## src/rtl/match_pkg.sv

```systemverilog
// Shared types and constants for the match sequencer and its result FIFO.
package match_pkg;

   localparam int unsigned WORD_W = 32;
   localparam int unsigned BMR_W  = 1536;
   localparam int unsigned WORDS  = BMR_W / WORD_W;
   localparam int unsigned WIDX_W = $clog2(WORDS);

   localparam logic [31:0] TIMEOUT_WORD = 32'hFFFF_0000;

   typedef enum logic [2:0] {
      IDLE,
      FETCH,
      START,
      WAIT,
      PUSH,
      DONE
   } state_t;

   typedef struct packed {
      logic [15:0] note;
      logic [15:0] length;
   } result_t;

endpackage

```

## src/rtl/match_result_fifo.sv

```systemverilog
// Small synchronous result FIFO; caller guarantees push only when space (or a same-cycle pop) exists.
module match_result_fifo #(
   parameter int unsigned DEPTH = 4,
   parameter int unsigned W     = 32
) (
   input  logic         clk,
   input  logic         rst,
   input  logic         push,
   input  logic [W-1:0] din,
   input  logic         pop,
   output logic [W-1:0] dout,
   output logic         full_c,
   output logic         empty_c
);
   localparam int unsigned AW = $clog2(DEPTH);
   localparam int unsigned PW = AW + 1;

   logic [W-1:0]  mem [DEPTH];
   logic [PW-1:0] wptr;
   logic [PW-1:0] rptr;

   // Extra pointer bit distinguishes full from empty when the indices match.
   assign empty_c = (wptr == rptr);
   assign full_c  = (wptr[AW] != rptr[AW]) && (wptr[AW-1:0] == rptr[AW-1:0]);
   assign dout    = mem[rptr[AW-1:0]];

   always_ff @(posedge clk or posedge rst) begin
      if (rst) begin
         wptr <= '0;
         rptr <= '0;
         mem  <= '{default: '0};
      end else begin
         if (push) begin
            mem[wptr[AW-1:0]] <= din;
            wptr              <= wptr + PW'(1);
         end
         if (pop) begin
            rptr <= rptr + PW'(1);
         end
      end
   end

endmodule

```

## src/rtl/match_sequencer.sv

```systemverilog
// Walks a run of bitmap regions: fetch 48 words, kick the accelerator, queue its result for the host.
module match_sequencer
   import match_pkg::*;
#(
   parameter int unsigned STRIDE     = 192,
   parameter int unsigned FIFO_DEPTH = 4,
   parameter int unsigned TIMEOUT    = 4096
) (
   input  logic              clk,
   input  logic              rst,
   input  logic              cmd_valid,
   output logic              cmd_ready,
   input  logic [31:0]       cmd_base,
   input  logic [7:0]        cmd_count,
   output logic              mem_rd,
   output logic [31:0]       mem_addr,
   input  logic              mem_rvalid,
   input  logic [WORD_W-1:0] mem_rdata,
   output logic [BMR_W-1:0]  acc_bmr,
   output logic              acc_start,
   input  logic              acc_finish,
   input  logic [15:0]       acc_note,
   input  logic [15:0]       acc_length,
   output logic              res_valid,
   input  logic              res_ready,
   output logic [31:0]       res_data,
   output logic              busy,
   output logic              done,
   output logic              err
);
   localparam int unsigned TW = $clog2(TIMEOUT);

   state_t            state;
   state_t            state_n;
   logic [31:0]       rbase;
   logic [7:0]        count_q;
   logic [7:0]        r;
   logic [WIDX_W-1:0] w;
   logic [WIDX_W-1:0] widx_c;
   logic              pending;
   logic              fin_q;
   logic [TW-1:0]     tcnt;
   result_t           cap;

   logic accept_c, word_c, last_c, issue_c, edge_c, tout_c;
   logic pop_c, push_c, full_c, empty_c;

   assign accept_c = cmd_valid && (state == IDLE);
   assign word_c   = (state == FETCH) && pending && mem_rvalid;
   assign last_c   = (w == WIDX_W'(WORDS - 1));
   // Next read goes out in the same cycle the previous data lands, keeping one read in flight.
   assign issue_c  = (state == FETCH) && (!pending || (word_c && !last_c));
   assign widx_c   = word_c ? (w + WIDX_W'(1)) : w;
   assign edge_c   = acc_finish && !fin_q;
   assign tout_c   = (state == WAIT) && !edge_c && (tcnt == TW'(TIMEOUT - 1));
   assign pop_c    = res_ready && !empty_c;
   assign push_c   = (state == PUSH) && (!full_c || pop_c);
   assign res_valid = !empty_c;

   always_ff @(posedge clk or posedge rst) begin
      if (rst) state <= IDLE;
      else     state <= state_n;
   end

   always_comb begin
      state_n = state;
      case (state)
         IDLE:    if (accept_c) state_n = (cmd_count == 8'd0) ? DONE : FETCH;
         FETCH:   if (word_c && last_c) state_n = START;
         START:   state_n = WAIT;
         WAIT:    if (edge_c || tout_c) state_n = PUSH;
         PUSH:    if (push_c) state_n = (8'(r + 8'd1) == count_q) ? DONE : FETCH;
         DONE:    state_n = IDLE;
         default: state_n = IDLE;
      endcase
   end

   // Datapath and registered status outputs.
   always_ff @(posedge clk or posedge rst) begin
      if (rst) begin
         cmd_ready <= 1'b1;
         busy      <= 1'b0;
         acc_start <= 1'b0;
         done      <= 1'b0;
         err       <= 1'b0;
         mem_rd    <= 1'b0;
         mem_addr  <= '0;
         acc_bmr   <= '0;
         rbase     <= '0;
         count_q   <= '0;
         r         <= '0;
         w         <= '0;
         pending   <= 1'b0;
         fin_q     <= 1'b0;
         tcnt      <= '0;
         cap       <= '0;
      end else begin
         cmd_ready <= (state_n == IDLE);
         busy      <= (state_n != IDLE);
         acc_start <= (state_n == START);
         done      <= (state == DONE);
         mem_rd    <= issue_c;
         fin_q     <= acc_finish;
         if (accept_c) begin
            rbase   <= cmd_base;
            count_q <= cmd_count;
            r       <= '0;
            w       <= '0;
            err     <= 1'b0;
         end
         if (word_c) begin
            acc_bmr[(WORDS - 1 - 32'(w)) * WORD_W +: WORD_W] <= mem_rdata;
            w       <= w + WIDX_W'(1);
            pending <= 1'b0;
         end
         if (issue_c) begin
            mem_addr <= rbase + 32'({widx_c, 2'b00});
            pending  <= 1'b1;
         end
         if (state == START) begin
            tcnt <= '0;
         end else if ((state == WAIT) && !edge_c && !tout_c) begin
            tcnt <= tcnt + TW'(1);
         end
         if ((state == WAIT) && edge_c) begin
            cap <= result_t'({acc_note, acc_length});
         end
         if (tout_c) begin
            err <= 1'b1;
            cap <= result_t'(TIMEOUT_WORD);
         end
         if (push_c) begin
            r     <= 8'(r + 8'd1);
            w     <= '0;
            rbase <= rbase + 32'(STRIDE);
         end
      end
   end

   match_result_fifo #(
      .DEPTH (FIFO_DEPTH),
      .W     (32)
   ) u_fifo (
      .clk     (clk),
      .rst     (rst),
      .push    (push_c),
      .din     (cap),
      .pop     (pop_c),
      .dout    (res_data),
      .full_c  (full_c),
      .empty_c (empty_c)
   );

endmodule

```

## config.mk

```make
export PLATFORM = sky130hd
export DESIGN_NAME = match_sequencer
export DESIGN_NICKNAME = d
export VERILOG_FILES = /design/src/rtl/match_pkg.sv /design/src/rtl/match_result_fifo.sv /design/src/rtl/match_sequencer.sv
export SDC_FILE = /design/constraint.sdc
export NUM_CORES = 2
export LEC_CHECK = 0
export BUFFER_PORTS_ARGS = -buffer_cell sky130_fd_sc_hd__buf_2
export CAP_MARGIN = 10
export CORE_AREA = 8 8 663 665
export CTS_BUF_LIST = sky130_fd_sc_hd__clkbuf_8
export DETAILED_ROUTE_END_ITERATION = 8
export DIE_AREA = 0 0 671 673
export GPL_TIMING_DRIVEN = 1
export PLACE_DENSITY = 0.46
export RECOVER_POWER = 50
export SYNTH_ARGS = -nofsm -noshare
export SYNTH_HDL_FRONTEND = slang
export SYNTH_HIERARCHICAL = 1
export SYNTH_SLANG_ARGS = --single-unit
```

## constraint.sdc

```tcl
create_clock -name clk -period 51.3 [get_ports clk]
set_input_delay 2.565 -clock clk [delete_from_list [all_inputs] [get_ports clk]]
set_output_delay 2.565 -clock clk [all_outputs]
set_load 0.01 [all_outputs]
```

==> summary.md <==
| Metric | Value |
|---|---|
| Hold Buf Count CTS | 0 |
| WP data required | 52.33 ns |
| CTS tree | built |
| Initial DRC count | between 7,000 and 8,000 |
| Chip Width | about 670 um |
| YS warnings | 6 |
| Clk pin slew, worst setup/hold paths | 0.06 ns |
| Hold WC Path Type | reg -> reg |
| Avg Cell Area, Syn | 10.5 um2 |
| Ys flop type | dfrtp_1 |
| Seq cells post-synth | ~1,800 |
| Num CTS Buffers | 349 |
| Ranking of synthesized cells by area | dfrtp_1 (58%), o21ai_0 (11%), mux2_2 (6.7%) |
| Count of cell types in the netlist | 70 |
| Reg2reg setup slack | between 40 and 50 ns |
| Critical path endpoint category | asynchronous set/reset pin |
| Sequential Area | approximately 45,000 um2 |
| Worst VDD drop | between 0.03 and 0.04 mV |
| Synth cell count leaders | dfrtp_1 (1,810), o21ai_0 (1,742), clkbuf_1 (667) |
| Synth Net Count | around 7,600 |
| Core Util, Final | a little under a quarter |
| CTS sink cnt | 1,811 |
| Final Cycle Share | 28.4% |
| Multi-input logic area | approximately 29,000 um2 |
| All-Layer GR Usage | between 20% and 30% |
| Initial Util | 18.2% |
| Routed vias/inst | 4.77 |
| Post_cts resized | 0 |
| Critical path's slowest cell | clkbuf_1 |
| Worst Path Max Fanout | roughly 140 |
| Io pins | ~1,700 |
| ANT nets after route | 0 |
| Top cell by count, worst path | clkbuf_1 |
| Synthesized cell area | 78,100 um2 |
| Slew margin rel. | -426% |
| Via count | 71,200 |
| Initial antenna violation count | between 60 and 70 |
| Placer Congestion | between 0.8 and 0.9 |
| Fmax | 0.0687 GHz |
| Setup bufs post-CTS | 0 |
| Worst-Margin Slew | between 7 and 8 ns |
| Rows | 241 |
| Startpoint Class | input pin |
| Core Region | between 400,000 and 500,000 um2 |
| Root buf cell | clkbuf_8 |
| Violated checks | max-capacitance violations, max-slew violations |
| Final Hold Viols | 0 |
| Maximum clock path buffer count | 4 |
| Bufs and invs on worst path | 7 |
| DRC errors left | 0 |
| Tmin final | approximately 15 ns |
| Vias in the first global route | about 70,000 |
| Area leader, netlist | dfrtp_1 |
| Fillers | approximately 47,000 |
| P&R area growth vs syn | 25.1% |
| Critical Path AT | around 16 ns |
| Seq/Total Area, Yosys | 58.0% |
| First-pass GRT wire length | approximately 670 mm |
| Setup violators final | 0 |
| Worst path cell trace | clkbuf_1 -> clkinvlp_2 -> clkbuf_1 -> clkbuf_1 -> buf_4 -> buf_12 -> buf_4 |
| Wire per inst | about 34 um |
| Dpl hpwl | ~360 mm |
| WS Path Type | in -> async |
| P_leak | roughly 43 nW |
| Share of the synthesized area in the top cell type | between 50% and 60% |
| Status | complete, but fails checks |
| Slew Viols, Final | approximately 1,300 |
| Htree depth | 5 |
| PortBufs | ~1,700 |
| Worst R2R Path Depth | 14 |
| Die ar. | 452,000 um2 |
| Final setup skew | 0.108 ns |
| Total gr overflow | 0 |
| Pwr per Cell Area | between 40 and 50 nW/um2 |
| Unrepaired setup endpoints after global routing | false |
| Async set-or-reset flop fraction in the synthesized netlist | 100% |
| Max incr delay on CP | between 5 and 6 ns |
| CP top delay family | buffers and inverters |
| Drt total wl | 501 mm |
| Clock latency on the worst-skew pair | roughly 1.1 ns |
| Die height | between 600 and 700 um |
| WP depth | 7 |
| Cell with the most instances after synthesis | dfrtp_1 |
| 1st-pass router iterations | 7 |
| WHS Path Cells | 2 |
| Cells after Synth | about 7,400 |
| Largest net degree at the start of global routing | ~160 |
| Post-synth EDFFs | 0 |
| Setup TNS | 0 ns |
| Max-cap violation count | 26 |
| Post-layout net count | 9,040 |
| Fraction of layout cells with a size suffix above 1 | approximately 16% |
[cell families after synthesis]
group	after synthesis	share of synthesized area, %
and+or+nand+nor	1794	11.2
buffers and inverters	879	4.60
xor gates and xnor gates	62	0.704
muxes	578	8.74
DFF	1811	58.0
AOI/OAI and AO/OA	2287	16.4
adders and majority gates	26	0.435
[power by group]
group	leakage, nW	internal (mW)	switching [mW]
Sequential	24.8	1.52	0.0845
Clock	4.08	0.794	0.712
Combinational	14.0	0.163	0.760
Total	42.8	2.48	1.56
[worst reg2reg max path, cell delays in order (launching register included)]
cell	delay (ns)
dfrtp_1	0.85
ha_1	0.59
nand4_1	0.19
inv_1	0.12
nand2_1	0.06
ha_1	0.30
nor4b_1	0.15
nand4_1	0.08
o32a_2	0.45
buf_4	0.66
buf_4	0.65
buf_4	0.62
buf_4	0.57
or2_2	0.85
o21ai_0	0.27
[through the flow]
stage	power [mW]	setup slack (ns)	cells	cell area, um2	hold WS, ns
3_3_place_gp	2.58	43.22	14300	92600	0.454
4_1_cts	4.10	44.45	14900	99600	0.467
6_report	4.04	36.74	14900	97800	0.462
2_1_floorplan	2.04	1.41	7437	78100	0.439
3_5_place_dp	2.58	43.28	14300	92600	0.455
5_1_grt	4.19	34.68	14900	97700	0.488
[final cells by class]
cell class | count | area share [%]
Multi-Input combinational cell | 4747 | 30.1
Clock inverter | 200 | 1.40
Sequential cell | 1811 | 46.3
Timing Repair Buffer | 1926 | 8.63
Antenna cell | 50 | 0.128
Tap cell | 5710 | 7.31
Inverter | 69 | 0.267
Clock buffer | 411 | 5.78
[state kept, by name (all words and copies together), names as in the netlist]
signal       count
w                6
done             1
u_fifo/mem     128
busy             1
state            3
acc_bmr       1536
cap             32
tcnt            12
r                8
fin_q            1
acc_start        1
u_fifo/rptr      3
pending          1
u_fifo/wptr      3
cmd_ready        1
err              1
count_q          8
mem_rd           1
rbase           32
mem_addr        32
[cell usage in the layout, fill, tap and decap left out, drive strengths merged, types with 58 or more instances in the layout]
master and count:
clkbuf 1896, nand2 422, and3 84, dfrtp 1810, nor2 313, nor4 158, o31ai 304, a21o 145
o21ai 1747, mux2 502, nand3 606, inv 218, buf 441, nand4 58
[final timing paths]
kind,from,endpoint
worst max-delay path,rst,acc_bmr[1367]
worst min-delay path,rbase[1],mem_addr[1]
worst max register to register,w[0],acc_bmr[1240]
worst min register to register,rbase[1],mem_addr[1]
max in group clk,w[0],acc_bmr[1240]
min in group asynchronous,rst,u_fifo/mem[78]
[metal layers]
layer | GRT usage (%) | wire length, um | up-vias
li1 | - | - | 29700
met1 | 26.0 | 199000 | 36900
met2 | 34.0 | 229000 | 3644
met3 | 6.30 | 45000 | 957
met4 | 9.31 | 28500 | 16
met5 | 0 | 87 | -
No activity file was read; power rests on OpenSTA's default activity.
